--- config.mk ---
export PLATFORM = sky130hd
export DESIGN_NAME = sst_seq
export DESIGN_NICKNAME = d
export VERILOG_FILES = /design/src/rtl/sst_pkg.sv /design/src/rtl/sst_seq_cnt.sv /design/src/rtl/sst_seq.sv
export SDC_FILE = /design/constraint.sdc
export NUM_CORES = 1
export LEC_CHECK = 0
export CAP_MARGIN = 20
export CELL_PAD_IN_SITES_DETAIL_PLACEMENT = 0
export CELL_PAD_IN_SITES_GLOBAL_PLACEMENT = 2
export CORE_UTILIZATION = 33
export DETAILED_ROUTE_END_ITERATION = 6
export PLACE_DENSITY = 0.91
export SKIP_CTS_REPAIR_TIMING = 1
export SYNTH_ARGS = -nofsm -noshare
export SYNTH_HDL_FRONTEND = slang
export SYNTH_HIERARCHICAL = 1
export SYNTH_SLANG_ARGS = --single-unit
--- constraint.sdc ---
create_clock -name m2 -period 3.72 [get_ports m2]
set_clock_uncertainty 0.2 [all_clocks]
set_input_delay 0.744 -clock m2 [delete_from_list [all_inputs] [get_ports m2]]
set_output_delay 0.744 -clock m2 [all_outputs]
set_load 0.01 [all_outputs]
--- src/rtl/sst_pkg.sv ---
// Shared definitions for the save-state sequencer.
//   sst_seq_st_t : sequencer state encoding.
//   sst_drv_t    : registered bundle driving the mapper's sst port (act, we_reg, addr, dato).
//   SST_IDX_ADDR : sst address at which the mapper returns its map index.
//   CNT_W        : width of the register address counter.
package sst_pkg;

   localparam logic [7:0] SST_IDX_ADDR = 8'd127;
   localparam int unsigned CNT_W       = 7;

   typedef enum logic [2:0] {
      StIdle,
      StSAddr,
      StSHold,
      StRChk,
      StRWait,
      StRWr,
      StDone,
      StErr
   } sst_seq_st_t;

   typedef struct packed {
      logic       act;
      logic       we_reg;
      logic [7:0] addr;
      logic [7:0] dato;
   } sst_drv_t;

   // Register addresses live in the lower half of the 8-bit sst address space.
   function automatic logic [7:0] cnt_to_addr(input logic [CNT_W-1:0] cnt);
      return {1'b0, cnt};
   endfunction

endpackage

--- src/rtl/sst_seq_cnt.sv ---
// Register address counter for the save-state sequencer.
//   clk_i  : clock, state changes on the falling edge (CPU M2 timing).
//   rst_ni : asynchronous active-low reset, counter to 0.
//   clr_i  : synchronous clear to 0 (has priority over inc_i).
//   inc_i  : advance by one; saturates at NREG-1 so the count never wraps.
//   cnt_o  : current register address.
//   last_o : high when cnt_o addresses the final register (NREG-1).
module sst_seq_cnt
   import sst_pkg::*;
#(
   parameter int unsigned NREG = 16
) (
   input  logic             clk_i,
   input  logic             rst_ni,
   input  logic             clr_i,
   input  logic             inc_i,
   output logic [CNT_W-1:0] cnt_o,
   output logic             last_o
);

   localparam logic [CNT_W-1:0] LastCnt = CNT_W'(NREG - 1);

   logic [CNT_W-1:0] cnt_d, cnt_q;

   always_comb begin
      cnt_d = cnt_q;
      if (clr_i) begin
         cnt_d = '0;
      end else if (inc_i && (cnt_q != LastCnt)) begin
         cnt_d = cnt_q + CNT_W'(1);
      end
   end

   always_ff @(negedge clk_i or negedge rst_ni) begin
      if (!rst_ni) begin
         cnt_q <= '0;
      end else begin
         cnt_q <= cnt_d;
      end
   end

   assign cnt_o  = cnt_q;
   assign last_o = (cnt_q == LastCnt);

endmodule

--- src/rtl/sst_seq.sv ---
// Save-state sequencer between the save-state host and one mapper's sst port.
// Save streams registers 0..NREG-1 out over a valid/ready channel; restore first checks
// the mapper's map index at IDX_ADDR and then writes NREG streamed bytes back.
//   m2, rst_n              : clock (falling edge active) and async active-low reset.
//   start, dir, abort      : operation control; dir 0 = save, 1 = restore.
//   exp_idx                : map index a restore image expects.
//   busy, done, err        : status; done/err are one-cycle pulses.
//   out_valid/ready/addr/data : save byte stream to the host.
//   in_valid/ready/data    : restore byte stream from the host.
//   sst_act, sst_we_reg, sst_addr, sst_dato, sst_di : mapper sst port.
module sst_seq
   import sst_pkg::*;
#(
   parameter int unsigned NREG     = 16,
   parameter logic [7:0]  IDX_ADDR = SST_IDX_ADDR
) (
   input  logic       m2,
   input  logic       rst_n,
   input  logic       start,
   input  logic       dir,
   input  logic       abort,
   input  logic [7:0] exp_idx,
   output logic       busy,
   output logic       done,
   output logic       err,
   output logic       out_valid,
   input  logic       out_ready,
   output logic [7:0] out_addr,
   output logic [7:0] out_data,
   input  logic       in_valid,
   output logic       in_ready,
   input  logic [7:0] in_data,
   output logic       sst_act,
   output logic       sst_we_reg,
   output logic [7:0] sst_addr,
   output logic [7:0] sst_dato,
   input  logic [7:0] sst_di
);

   sst_seq_st_t state_d, state_q;
   sst_drv_t    drv_d, drv_q;
   logic        busy_d, busy_q;
   logic        done_d, done_q;
   logic        err_d, err_q;
   logic        out_valid_d, out_valid_q;
   logic [7:0]  out_addr_d, out_addr_q;
   logic [7:0]  out_data_d, out_data_q;
   logic        in_ready_d, in_ready_q;

   logic             cnt_clr;
   logic             cnt_inc;
   logic [CNT_W-1:0] cnt;
   logic             cnt_last;

   sst_seq_cnt #(
      .NREG (NREG)
   ) u_cnt (
      .clk_i  (m2),
      .rst_ni (rst_n),
      .clr_i  (cnt_clr),
      .inc_i  (cnt_inc),
      .cnt_o  (cnt),
      .last_o (cnt_last)
   );

   always_comb begin
      state_d     = state_q;
      drv_d       = drv_q;
      busy_d      = busy_q;
      done_d      = 1'b0;
      err_d       = 1'b0;
      out_valid_d = out_valid_q;
      out_addr_d  = out_addr_q;
      out_data_d  = out_data_q;
      in_ready_d  = in_ready_q;
      cnt_clr     = 1'b0;
      cnt_inc     = 1'b0;

      if (abort) begin
         // Abort beats everything, including a start in idle. A write already on the bus in
         // StRWr is still seen by the mapper on this edge.
         state_d     = StIdle;
         drv_d       = '0;
         busy_d      = 1'b0;
         out_valid_d = 1'b0;
         out_addr_d  = '0;
         out_data_d  = '0;
         in_ready_d  = 1'b0;
         cnt_clr     = 1'b1;
      end else begin
         unique case (state_q)
            StIdle: begin
               if (start) begin
                  busy_d      = 1'b1;
                  drv_d.act   = 1'b1;
                  drv_d.we_reg = 1'b0;
                  drv_d.dato  = '0;
                  cnt_clr     = 1'b1;
                  if (dir) begin
                     state_d    = StRChk;
                     drv_d.addr = IDX_ADDR;
                  end else begin
                     state_d    = StSAddr;
                     drv_d.addr = 8'h00;
                  end
               end
            end

            // Address was registered on the previous edge; sst_di is valid now.
            StSAddr: begin
               out_data_d  = sst_di;
               out_addr_d  = cnt_to_addr(cnt);
               out_valid_d = 1'b1;
               state_d     = StSHold;
            end

            StSHold: begin
               if (out_valid_q && out_ready) begin
                  out_valid_d = 1'b0;
                  if (cnt_last) begin
                     state_d = StDone;
                     done_d  = 1'b1;
                     drv_d   = '0;
                  end else begin
                     cnt_inc    = 1'b1;
                     drv_d.addr = cnt_to_addr(cnt) + 8'd1;
                     state_d    = StSAddr;
                  end
               end
            end

            StRChk: begin
               if (sst_di == exp_idx) begin
                  state_d    = StRWait;
                  in_ready_d = 1'b1;
                  cnt_clr    = 1'b1;
               end else begin
                  state_d = StErr;
                  err_d   = 1'b1;
                  drv_d   = '0;
               end
            end

            StRWait: begin
               if (in_valid && in_ready_q) begin
                  in_ready_d   = 1'b0;
                  drv_d.we_reg = 1'b1;
                  drv_d.addr   = cnt_to_addr(cnt);
                  drv_d.dato   = in_data;
                  state_d      = StRWr;
               end
            end

            // we_reg is high for exactly this one cycle.
            StRWr: begin
               drv_d.we_reg = 1'b0;
               if (cnt_last) begin
                  state_d = StDone;
                  done_d  = 1'b1;
                  drv_d   = '0;
               end else begin
                  cnt_inc    = 1'b1;
                  in_ready_d = 1'b1;
                  state_d    = StRWait;
               end
            end

            StDone, StErr: begin
               state_d    = StIdle;
               busy_d     = 1'b0;
               out_addr_d = '0;
               out_data_d = '0;
            end

            default: begin
               state_d = StIdle;
               drv_d   = '0;
               busy_d  = 1'b0;
            end
         endcase
      end
   end

   always_ff @(negedge m2 or negedge rst_n) begin
      if (!rst_n) begin
         state_q     <= StIdle;
         drv_q       <= '0;
         busy_q      <= 1'b0;
         done_q      <= 1'b0;
         err_q       <= 1'b0;
         out_valid_q <= 1'b0;
         out_addr_q  <= '0;
         out_data_q  <= '0;
         in_ready_q  <= 1'b0;
      end else begin
         state_q     <= state_d;
         drv_q       <= drv_d;
         busy_q      <= busy_d;
         done_q      <= done_d;
         err_q       <= err_d;
         out_valid_q <= out_valid_d;
         out_addr_q  <= out_addr_d;
         out_data_q  <= out_data_d;
         in_ready_q  <= in_ready_d;
      end
   end

   assign busy       = busy_q;
   assign done       = done_q;
   assign err        = err_q;
   assign out_valid  = out_valid_q;
   assign out_addr   = out_addr_q;
   assign out_data   = out_data_q;
   assign in_ready   = in_ready_q;
   assign sst_act    = drv_q.act;
   assign sst_we_reg = drv_q.we_reg;
   assign sst_addr   = drv_q.addr;
   assign sst_dato   = drv_q.dato;

endmodule

* After elaboration in Yosys (flattened, before gate mapping)
Index checks and enable logic that the tools add are counted.
** Cells by class
- Add/subtract/negate cells :: 2
- Multiply operators :: 0
- Divide/modulo/power cells :: 0
- $lt $le $gt $ge :: 0
- Bitwise operators :: 0
- Equality and inequality tests :: 18
- Shift operators :: 0
- Muxes and demuxes :: 53
- Reductions and logical operators :: 20
** Operator list (number)
- $mux W18 :: 5
- $pmux W17 S5 :: 1
- $mux W8 :: 4
- $pmux W8 S2 :: 2
- $ne A3 B3 Y1 const B :: 8
- $mux W7 :: 3
- $pmux W3 S7 :: 1
- $mux W1 :: 20
- $reduce_and A6 Y1 :: 3
- $mux W17 :: 1
- $mux W3 :: 5
- $eq A3 B3 Y1 const B :: 4
- $pmux W1 S2 :: 5
- $reduce_bool A3 Y1 :: 3
- $add A7 B1 Y8 const B :: 1
- $eq A8 B8 Y1 :: 1
- $mux W2 :: 4
- $add A7 B1 Y7 const B :: 1
- $eq A7 B4 Y1 const B :: 1
- $ne A7 B4 Y1 const B :: 1
- $reduce_and A7 Y1 :: 1
- $eq A3 B2 Y1 const B :: 2
- $reduce_bool A6 Y1 :: 1
- $reduce_bool A5 Y1 :: 1
- 11 further kinds :: 14
** Word-level totals
- Input bits :: 31
- Output and inout bits :: 39
- ROM bits :: 0
- Latch bits :: 0
- Bits in writable memories :: 0
- Word-level logic and storage cells :: 106
- Memories :: 0
- Bits in registers :: 49

* Logic depth before layout (Yosys ltp)
- Word-level depth :: 8
- Depth in mapped cells :: 9

* Cells and area by module
Netlist, hierarchy kept.
** Modules (own cells, without submodules)
- sst_seq :: area each 2428.6 um^2, cells each 241, instances 1, sequential area each 1026.0 um^2
- sst_seq_cnt :: area each 427.9 um^2, cells each 46, instances 1, sequential area each 175.2 um^2

==> impl_results.md <==
* Largest net degree at the start of global routing at a little under 50
* Die H at between 90 and 100 um
* Synth Register Bits at 48
* Synth top area share at 42.0%
* GRT Total Usage at between 10% and 20%
* I/O pin cnt at 70
* Post-layout nets at 426
* Initial drt markers at 146
* H-tree levels at 2
* Final wirelength at approximately 8 mm
* Worst slew margin at 43.9%
* Fraction of layout cells with a size suffix above 1 at 35.6%
* Vias in the first global route at 2501
* Synth Cell Area at 0.00286 mm2
* Drt pass-1 iters at 4
* # fillers at 799
* CP Launch Point: sst_di[1]
* Worst hold path startpoint: out_data[7]$_DFFE_NN0P_
* Maxcap violations at 0
* Leak pwr at 0.00222 uW
* Clock Path Buffers at 2
* Slew Viols, Final at 0
* Commonest cells after routing, fill and taps aside: 48 x dfrtn_1, 45 x buf_4, 26 x clkbuf_2
* Sequential fraction of the synthesis area at a little over two fifths
* Via count at 2572
* Outcome: finished with violations
* Top cell type by total area after synthesis: dfrtn_1
* Mean area per synthesized cell at 9.95 um2
* Register clock-pin slew on the reported worst setup and hold paths at roughly 0.060 ns
* Pwr/cell area at 486 mW/mm2
* Worst-case reg-to-reg path depth at 8
* RePlAce Congestion at 0.785
* Number of enable flip-flop cells after synthesis at 0
* Critical Path RT at between 1.5 and 2 ns
* Root buffer selected by CTS: clkbuf_8
* Multi-input logic area at between 0.0015 and 0.002 mm2
* Area growth syn-to-layout at 48.3%
* Setup WS pre-CTS at -1.13 ns
* Worst flop-to-flop path endpoint: sst_we_reg$_DFFE_NN0P_
* Die footprint at 0.00903 mm2
* Clk sink count at 48
* CTS tree: yes
* Initial Util at about a third
* Via density at 5.16
* Count of different cell masters after synthesis at 61
* Rows at 33
* Most used flip-flop cell after synthesis: dfrtn_1
* Slew at the pin with the worst max-slew slack at 0.842 ns
* Horiz. Die Dim at 95.0 um
* Crit path kind: in -> reg
* TritonCTS Buffers at 5
* Worst Setup Start Kind: primary input
* Maximum vdd drop at between 0.00015 and 0.0002 V
* Routed len/inst at 15.6 um
* DPL Wire Length at 5.45 mm
* Syn Inst Count at 287
* Ys Warns at 6
* Crit Reg-Reg Startpoint: u_cnt/cnt_o[0]$_DFFE_NN0P_
* Fin util at 51.0%
* RSZ-0062 raised after global routing: true
* Fin. Hold Viols at 0
* Register Area at 0.00120 mm2
* DRC at 0
* Area contributors post-synth: dfrtn_1 42%, a22o_1 4.3%, mux2_4 4.2%
* Hold Path Class: reg -> reg
* PortBufs at between 60 and 70
* CP endpoint kind: register
* Peak fanout along the critical path at 7
* Grt ovf at 0
* Post-synth ARST share at 100%
* CP arrival at 2.17 ns
* Area of the core at 0.00830 mm2
* Worst skew pair latency at a little over 0.3 ns
* Hold worst-path end: out_data[7]$_DFFE_NN0P_
* Flop2flop setup slack at 0.68 ns
* Setup Viol. Count Final at 30
* Commonest non-fill, non-tap cell in the layout: dfrtn_1
* Syn_nets at 320
* Initial antenna violation count at 0
* First-pass GRT wire length at 12.7 mm
* Setup ws final at -0.355 ns
* WHS Path Cells at 1
* Antenna diode count at 0
* Post-route ant nets at 0
* Failing checks: setup timing
## cells in the mapped netlist (all sizes together), types with 2 or more instances
cell and instances:
o211ai 2, a31oi 9, o21ai 16, mux2 8, nor3 10, and2 2, a22o 14, nand3 12
a21oi 19, nand2b 4, nand2 28, mux2i 9, clkbuf 7, and3b 2, nor3b 8, or3 4
and3 2, dfrtn 48, nand4 4, buf 10, nor4 4, nor2 20, inv 12, nor4b 2
ha 2, xor2 8, o21a 2
## where the power goes
group,switching [uW],leakage (uW),internal (uW)
Combinational,497,0.00152,539
Sequential,101,0.000655,609
Clock,186,0.0000400,128
## cell families (layout without fill, tap and decap cells)
logic type | after synthesis | after routing | synth area share, %
AOI/OAI and AO/OA | 74 | 74 | 17.8
xor gates and xnor gates | 8 | 8 | 2.45
adders and majority gates | 2 | 2 | 0.876
buffers and inverters | 29 | 135 | 5.26
DFF | 48 | 48 | 42.0
muxes | 17 | 17 | 7.36
other | 1 | 1 | 0.131
and+or+nand+nor | 108 | 108 | 24.0
## worst max-delay path, stage by stage
cell      delay [ns]
buf_4           0.14
xor2_4          0.18
nor4_4          0.30
and4bb_4        0.40
nor2_8          0.09
mux2_4          0.30
## metrics by stage
step	area (um2)	total power (uW)	std cells	TNS (ns)	hold slack, ns
CTS	4160	2050	490	-39.57	0.252
global route	4240	2180	498	-8.91	0.266
floorplan	3060	1320	287	-8.52	0.289
finish	4240	2060	498	-7.16	0.247
global placement	4080	1710	483	-40.77	0.246
detailed placement	4080	1730	483	-41.66	0.242
## metal layers
metal  vias up  wire length [um]  share of wire, %  GRT usage (%)
met5         -                 0                 0              0
met4         0                70              0.90           4.92
met3         6               444               5.7           3.59
met2        81              3630                47           29.6
met1      1235              3630                47           24.6
li1       1250                 -                 -              -
## how the worst max path moves through the flow
stage                                             to  slack [ns]
after floorplan              sst_addr[1]$_DFFE_NN0P_       -0.43
after global placement       sst_addr[1]$_DFFE_NN0P_       -1.09
after detailed placement     sst_addr[6]$_DFFE_NN0P_       -1.13
after CTS                    sst_addr[6]$_DFFE_NN0P_       -0.82
after global routing      u_cnt/cnt_o[0]$_DFFE_NN0P_       -0.42
final                        sst_addr[6]$_DFFE_NN0P_       -0.35
## cell type report
class / instances / share of cell area [%]
multi-input combinational: 210 / 41.7
clock inverter: 2 / 0.295
tap: 105 / 3.10
inverter: 12 / 1.06
sequential: 48 / 28.4
clock buffer: 5 / 1.62
timing repair buffer: 116 / 23.9
No activity file was read; power rests on OpenSTA's default activity.
